## src/rtl/l2_pkg.sv

```systemverilog
// Shared types and sizing helpers for the unified round-robin L2.
package l2_pkg;

    localparam int unsigned DEF_ADDR_W = 28;
    localparam int unsigned DEF_LINE_W = 128;

    typedef enum logic [2:0] {
        StIdle,
        StLookup,
        StWriteback,
        StAllocate,
        StRespond
    } state_e;

    function automatic int unsigned idx_w(input int unsigned nsets);
        return $clog2(nsets);
    endfunction

    function automatic int unsigned tag_w(input int unsigned addr_w, input int unsigned nsets);
        return addr_w - $clog2(nsets);
    endfunction

endpackage

```

## src/rtl/rr_arbiter.sv

```systemverilog
// Round-robin arbiter: first requester after last_grant (mod NPORT) wins.
module rr_arbiter #(
    parameter int unsigned NPORT = 2,
    localparam int unsigned GW = $clog2(NPORT)
) (
    input  logic [NPORT-1:0] req,
    input  logic [GW-1:0]    last,
    output logic [NPORT-1:0] grant,
    output logic [GW-1:0]    grant_idx,
    output logic             any
);

    localparam logic [GW:0] NP = (GW+1)'(NPORT);

    logic [GW:0] cand;

    always_comb begin
        grant_idx = '0;
        any       = 1'b0;
        cand      = '0;
        for (int i = 1; i <= int'(NPORT); i++) begin
            cand = {1'b0, last} + (GW+1)'(i);
            if (cand >= NP) cand = cand - NP;
            if (!any && req[cand[GW-1:0]]) begin
                any       = 1'b1;
                grant_idx = cand[GW-1:0];
            end
        end
        grant = any ? (NPORT'(1) << grant_idx) : '0;
    end

endmodule

```

## src/rtl/l2cache_rr.sv

```systemverilog
// Unified direct-mapped write-back L2 shared by NPORT L1s via round-robin arbitration.
module l2cache_rr
    import l2_pkg::*;
#(
    parameter int unsigned NPORT  = 2,
    parameter int unsigned ADDR_W = DEF_ADDR_W,
    parameter int unsigned LINE_W = DEF_LINE_W,
    parameter int unsigned NSETS  = 16,
    parameter int unsigned CNT_W  = 32
) (
    input  logic                      clk,
    input  logic                      proc_reset,
    input  logic [NPORT-1:0]          req_read,
    input  logic [NPORT-1:0]          req_write,
    input  logic [NPORT*ADDR_W-1:0]   req_addr,
    input  logic [NPORT*LINE_W-1:0]   req_wdata,
    output logic [NPORT*LINE_W-1:0]   req_rdata,
    output logic [NPORT-1:0]          req_ready,
    output logic                      mem_read,
    output logic                      mem_write,
    output logic [ADDR_W-1:0]         mem_addr,
    output logic [LINE_W-1:0]         mem_wdata,
    input  logic [LINE_W-1:0]         mem_rdata,
    input  logic                      mem_ready,
    output logic [CNT_W-1:0]          hit_cnt,
    output logic [CNT_W-1:0]          miss_cnt
);

    localparam int unsigned GW = $clog2(NPORT);
    localparam int unsigned IW = idx_w(NSETS);
    localparam int unsigned TW = tag_w(ADDR_W, NSETS);

    logic [ADDR_W-1:0] addr_v  [NPORT];
    logic [LINE_W-1:0] wdata_v [NPORT];
    logic [LINE_W-1:0] rdata_q [NPORT];

    for (genvar i = 0; i < int'(NPORT); i++) begin : g_port
        assign addr_v[i]                      = req_addr[i*ADDR_W +: ADDR_W];
        assign wdata_v[i]                     = req_wdata[i*LINE_W +: LINE_W];
        assign req_rdata[i*LINE_W +: LINE_W]  = rdata_q[i];
    end

    state_e            state_q;
    logic [NSETS-1:0]  valid_q, dirty_q;
    logic [TW-1:0]     tag_q  [NSETS];
    logic [LINE_W-1:0] data_q [NSETS];
    logic [GW-1:0]     g_q, last_q;
    logic              wr_q;
    logic [ADDR_W-1:0] addr_q, mem_addr_q;
    logic [LINE_W-1:0] wdata_q, mem_wdata_q;
    logic [NPORT-1:0]  ready_q;
    logic              mem_read_q, mem_write_q;
    logic [CNT_W-1:0]  hit_q, miss_q;

    logic [NPORT-1:0] gnt;
    logic [GW-1:0]    gnt_idx;
    logic             gnt_any;

    rr_arbiter #(.NPORT(NPORT)) u_arb (
        .req       (req_read | req_write),
        .last      (last_q),
        .grant     (gnt),
        .grant_idx (gnt_idx),
        .any       (gnt_any)
    );

    logic [IW-1:0] idx;
    logic [TW-1:0] atag;
    logic          hit;

    assign idx  = addr_q[IW-1:0];
    assign atag = addr_q[ADDR_W-1:IW];
    assign hit  = valid_q[idx] && (tag_q[idx] == atag);

    always_ff @(posedge clk) begin
        if (proc_reset) begin
            state_q     <= StIdle;
            valid_q     <= '0;
            dirty_q     <= '0;
            last_q      <= GW'(NPORT - 1);
            g_q         <= '0;
            wr_q        <= 1'b0;
            addr_q      <= '0;
            wdata_q     <= '0;
            ready_q     <= '0;
            mem_read_q  <= 1'b0;
            mem_write_q <= 1'b0;
            mem_addr_q  <= '0;
            mem_wdata_q <= '0;
            hit_q       <= '0;
            miss_q      <= '0;
            for (int i = 0; i < int'(NPORT); i++) rdata_q[i] <= '0;
        end else begin
            ready_q <= '0;
            unique case (state_q)
                StIdle: begin
                    if (gnt_any) begin
                        g_q     <= gnt_idx;
                        wr_q    <= |(req_write & gnt);  // write wins over read on one port
                        addr_q  <= addr_v[gnt_idx];
                        wdata_q <= wdata_v[gnt_idx];
                        state_q <= StLookup;
                    end
                end
                StLookup: begin
                    if (hit) begin
                        if (!(&hit_q)) hit_q <= hit_q + CNT_W'(1);
                        if (wr_q) begin
                            data_q[idx]  <= wdata_q;
                            dirty_q[idx] <= 1'b1;
                        end else begin
                            rdata_q[g_q] <= data_q[idx];
                        end
                        ready_q[g_q] <= 1'b1;
                        state_q      <= StRespond;
                    end else begin
                        if (!(&miss_q)) miss_q <= miss_q + CNT_W'(1);
                        if (valid_q[idx] && dirty_q[idx]) begin
                            mem_write_q <= 1'b1;
                            mem_addr_q  <= {tag_q[idx], idx};
                            mem_wdata_q <= data_q[idx];
                            state_q     <= StWriteback;
                        end else if (!wr_q) begin
                            mem_read_q <= 1'b1;
                            mem_addr_q <= addr_q;
                            state_q    <= StAllocate;
                        end else begin
                            // Full-line write: no fetch needed.
                            valid_q[idx] <= 1'b1;
                            dirty_q[idx] <= 1'b1;
                            tag_q[idx]   <= atag;
                            data_q[idx]  <= wdata_q;
                            ready_q[g_q] <= 1'b1;
                            state_q      <= StRespond;
                        end
                    end
                end
                StWriteback: begin
                    if (mem_ready) begin
                        mem_write_q  <= 1'b0;
                        mem_wdata_q  <= '0;
                        dirty_q[idx] <= 1'b0;
                        if (wr_q) begin
                            valid_q[idx] <= 1'b1;
                            dirty_q[idx] <= 1'b1;
                            tag_q[idx]   <= atag;
                            data_q[idx]  <= wdata_q;
                            mem_addr_q   <= '0;
                            ready_q[g_q] <= 1'b1;
                            state_q      <= StRespond;
                        end else begin
                            mem_read_q <= 1'b1;
                            mem_addr_q <= addr_q;
                            state_q    <= StAllocate;
                        end
                    end
                end
                StAllocate: begin
                    if (mem_ready) begin
                        mem_read_q   <= 1'b0;
                        mem_addr_q   <= '0;
                        valid_q[idx] <= 1'b1;
                        dirty_q[idx] <= 1'b0;
                        tag_q[idx]   <= atag;
                        data_q[idx]  <= mem_rdata;
                        rdata_q[g_q] <= mem_rdata;
                        ready_q[g_q] <= 1'b1;
                        state_q      <= StRespond;
                    end
                end
                StRespond: begin
                    last_q  <= g_q;
                    state_q <= StIdle;
                end
                default: state_q <= StIdle;
            endcase
        end
    end

    assign req_ready = ready_q;
    assign mem_read  = mem_read_q;
    assign mem_write = mem_write_q;
    assign mem_addr  = mem_addr_q;
    assign mem_wdata = mem_wdata_q;
    assign hit_cnt   = hit_q;
    assign miss_cnt  = miss_q;

endmodule

```

## config.mk

```make
export PLATFORM = sky130hd
export DESIGN_NAME = l2cache_rr
export DESIGN_NICKNAME = d
export VERILOG_FILES = /design/src/rtl/l2_pkg.sv /design/src/rtl/rr_arbiter.sv /design/src/rtl/l2cache_rr.sv
export SDC_FILE = /design/constraint.sdc
export NUM_CORES = 2
export LEC_CHECK = 0
export CORE_MARGIN = 4
export CORE_UTILIZATION = 40
export CTS_CLUSTER_DIAMETER = 80
export DETAILED_ROUTE_END_ITERATION = 6
export PLACE_DENSITY_LB_ADDON = 0.2
export SETUP_SLACK_MARGIN = 0.05
export SLEW_MARGIN = 25
export SYNTH_ARGS = -nofsm -noshare
export SYNTH_HDL_FRONTEND = slang
export SYNTH_HIERARCHICAL = 1
export SYNTH_SLANG_ARGS = --single-unit
```

## constraint.sdc

```tcl
create_clock -name clk -period 32.2 [get_ports clk]
set_input_delay 6.44 -clock clk [delete_from_list [all_inputs] [get_ports clk]]
set_output_delay 6.44 -clock clk [all_outputs]
set_load 0.02 [all_outputs]
```

==> flow_metrics.tcl <==
set metrics [dict create \
    end_kind "flop" \
    dpl_cell_area_sq_um 138000 \
    ys_types 73 \
    cap_violations 0 \
    netlist_top_cells_area "edfxtp_1 (66%), mux4_2 (13%), dfxtp_1 (6.9%)" \
    drtPass1Iterations 5 \
    critPathArrivalTime_ns 11.20 \
    cts_made_buffers 334 \
    critPathMaxStageDelay_ns 0.78 \
    grt_pass1_wl_mm 521 \
    placed_cells 11500 \
    port_buffers 926 \
    cts_tree "done" \
    slew_viol_final 0 \
    p_sw_mw 3.49 \
    tightest_slew_ns 1.13 \
    hold_path_class "reg2reg" \
    path_cells "clkdlybuf4s50_1 > nand2_1 > nor2_4 > nand2_1 > nor2_4 > buf_12 > buf_4 > buf_4 > mux2_2" \
    post-route-min-period_ns 10.62 \
    vias_per_cell 5.74 \
    grt_usage_pct 22.7 \
    critPathRequiredTime_ns 32.78 \
    fin_setup_tns_ns 0 \
    p_int_mw 8.27 \
    grt_use_met2_pct 35.7 \
    max_clock_freq_mhz 94.2 \
    status "finished, final reports clean" \
    htreeDepth 5 \
    whs_ns 0.456 \
    fin_nets 8140 \
    drive_above_1_share_pct 20.5 \
    globalRouteMet3Util_pct 4.24 \
    stdcell_count 12100 \
    postRouteWirelength_mm 367 \
    skew_ns 0.0757 \
    cp_slowest_cell "buf_4" \
    p_seq_share_pct 43.2 \
    synth_edf_count 2688 \
    grt.overflow.total 0 \
    start_kind "input pin" \
    cts_max_path_buffers 4 \
    syn-num-nets 7159 \
    die_area_sq_um 316000 \
    ir_drop_uv 55.2 \
    die_x_um 563 \
    synth_top_area_share_pct 65.6 \
    core_sq_um 306000 \
    syn_area_sq_um 123000 \
    rsz0062_at_grt "false" \
    cts_setup_buffers 0 \
    dp_hpwl_mm 215 \
    clk-insertion-delay-late_ns 0.92 \
    busiest_layer "met2" \
    drt-initial-drc-count 7250 \
    die_height_um 563 \
    antenna_found_initial 30 \
    yosysTopAreaCell "edfxtp_1" \
    relSlewSlack_pct 25.0 \
    detail-route-antenna-nets 0 \
    ctsResizeCount 0 \
    grt_max_degree 157 \
    critPathMaxFanout 98 \
    via_count 69300 \
    pwr_density_cell_nw_per_um2 79.1 \
    io_pins 927 \
    cts.sinks 3110 \
    hold_buffers 0 \
    synth_most_common_cell "edfxtp_1" \
    root_buffer "clkbuf_16" \
    gp_congestion 0.802 \
    use_met1_pct 33.1 \
    route.detailed.drc 0 \
    clk_pin_slew_ns 0.06 \
    period_share_pct 33.0 \
    async_reset_ff_share_pct 0 \
    layout-area-overhead-vs-synth_pct 20.9 \
    ys.flop_type "edfxtp_1" \
    worstSetupPathType "in2reg" \
    route.detailed.wl_per_inst_um 30.4 \
    crit_family "buffers and inverters" \
    leakage_nw 48.0 \
    grt_pass1_vias 69700 \
    core.rowCount 203 \
    synthCells 6710 \
    ys_seq_area_share_pct 72.5 \
    yosysWarnings 6 \
    synth_seq_cells 3110 \
    power_frac_comb_pct 23.8 \
    worst-path-buf-inv 4 \
    finalHoldViolations 0 \
    setup_viol 0 \
    postLayoutCellArea_sq_um 149000 \
    netlist_top_cells_count "edfxtp_1 (2688), mux4_2 (703), nor2_1 (501)" \
    initial_utilization_pct 40.2 \
    p_sw_share_pct 29.7 \
    p_clk_share_pct 33.0 \
    avgSynthCellArea_sq_um 18.3 \
]
[worst reg2reg max path: stages, from the launching register on]
cell      delay, ns
dfxtp_4        0.65
buf_12         0.57
buf_4          1.05
mux4_2         0.61
mux2i_1        0.59
xor2_1         0.21
o211ai_1       0.11
a211o_1        0.33
or4_1          0.64
o31ai_1        0.43
a31oi_4        0.14
buf_4          0.28
nor3_2         0.57
buf_4          0.74
buf_4          0.77
buf_4          0.78
[area by class of cell]
type	instances	area, sq um
Clock inverter	174	1990
Fill cell	25400	157000
Multi-Input combinational cell	3145	32400
Tap cell	4100	5130
Clock buffer	445	9130
Timing Repair Buffer	1078	10700
Antenna cell	6	15.0
Sequential cell	3110	89200
Inverter	22	97.6
[power groups by stage]
| stage | Sequential [mW] | Clock, mW | Combinational [mW] |
|---|---|---|---|
| after floorplan | 5.10 | 0 | 1.83 |
| after global placement | 5.16 | 0 | 2.77 |
| after detailed placement | 5.17 | 0 | 2.82 |
| after CTS | 5.08 | 3.95 | 2.83 |
| after global routing | 5.10 | 4.13 | 3.00 |
| final | 5.08 | 3.88 | 2.80 |
[cell families (layout without fill, tap and decap cells)]
group | after synthesis | count (layout) | synth area share [%]
other cells | 0 | 6 | 0
flops | 3110 | 3110 | 72.5
xor+xnor | 14 | 14 | 0.0997
compound gates | 526 | 526 | 2.98
simple gates | 1247 | 1247 | 4.54
fa+ha+maj | 2 | 2 | 0.0203
buf+inv | 455 | 1719 | 1.50
mux | 1356 | 1356 | 18.4
[flip-flops by register name (all words and copies together) (netlist names), named ones only]
| signal | cells |
|---|---|
| addr_q | 28 |
| data_q | 2048 |
| dirty_q | 16 |
| g_q | 1 |
| hit_cnt | 32 |
| last_q | 1 |
| mem_addr | 28 |
| mem_read | 1 |
| mem_wdata | 128 |
| mem_write | 1 |
| miss_cnt | 32 |
| rdata_q | 256 |
| req_ready | 2 |
| state_q | 3 |
| tag_q | 384 |
| valid_q | 16 |
| wdata_q | 128 |
| wr_q | 1 |
[worst paths after layout]
| kind | startpoint | end | slack, ns | cells after the start |
|---|---|---|---|---|
| worst max-delay path | mem_ready | data_q[13][78] | 21.58 | 9 |
| worst min-delay path | dirty_q[11] | dirty_q[11] | 0.46 | 2 |
| worst max register to register | flop | data_q[15][78] | 23.27 | 15 |
| worst min register to register | dirty_q[11] | dirty_q[11] | 0.46 | 2 |
[placed cells by master, fill, tap and decap left out, drive strengths merged, types with 43 or more instances in the layout]
cell / instances
a211oi: 208
a21oi: 92
buf: 153
clkbuf: 445
clkdlybuf4s50: 925
clkinv: 109
dfxtp: 422
edfxtp: 2688
mux2: 188
mux2i: 465
mux4: 703
nand2: 391
nand3: 50
nor2: 501
nor3: 63
o21ai: 43
[per-layer routing]
metal,vias up,routed length [um]
met5,-,48
met4,8,8000
met3,430,30100
met2,2976,172000
met1,36900,157000
li1,29000,-
[stage by stage]
step | power (mW) | utilization, % | worst slack, ns
floorplan | 6.94 | - | 14.91
global placement | 7.93 | 44.9 | 20.47
detailed placement | 7.98 | 44.9 | 20.81
CTS | 11.9 | 48.6 | 21.74
global route | 12.2 | 48.6 | 21.52
finish | 11.8 | 48.6 | 21.58
Power figures use the tool's default switching activity.
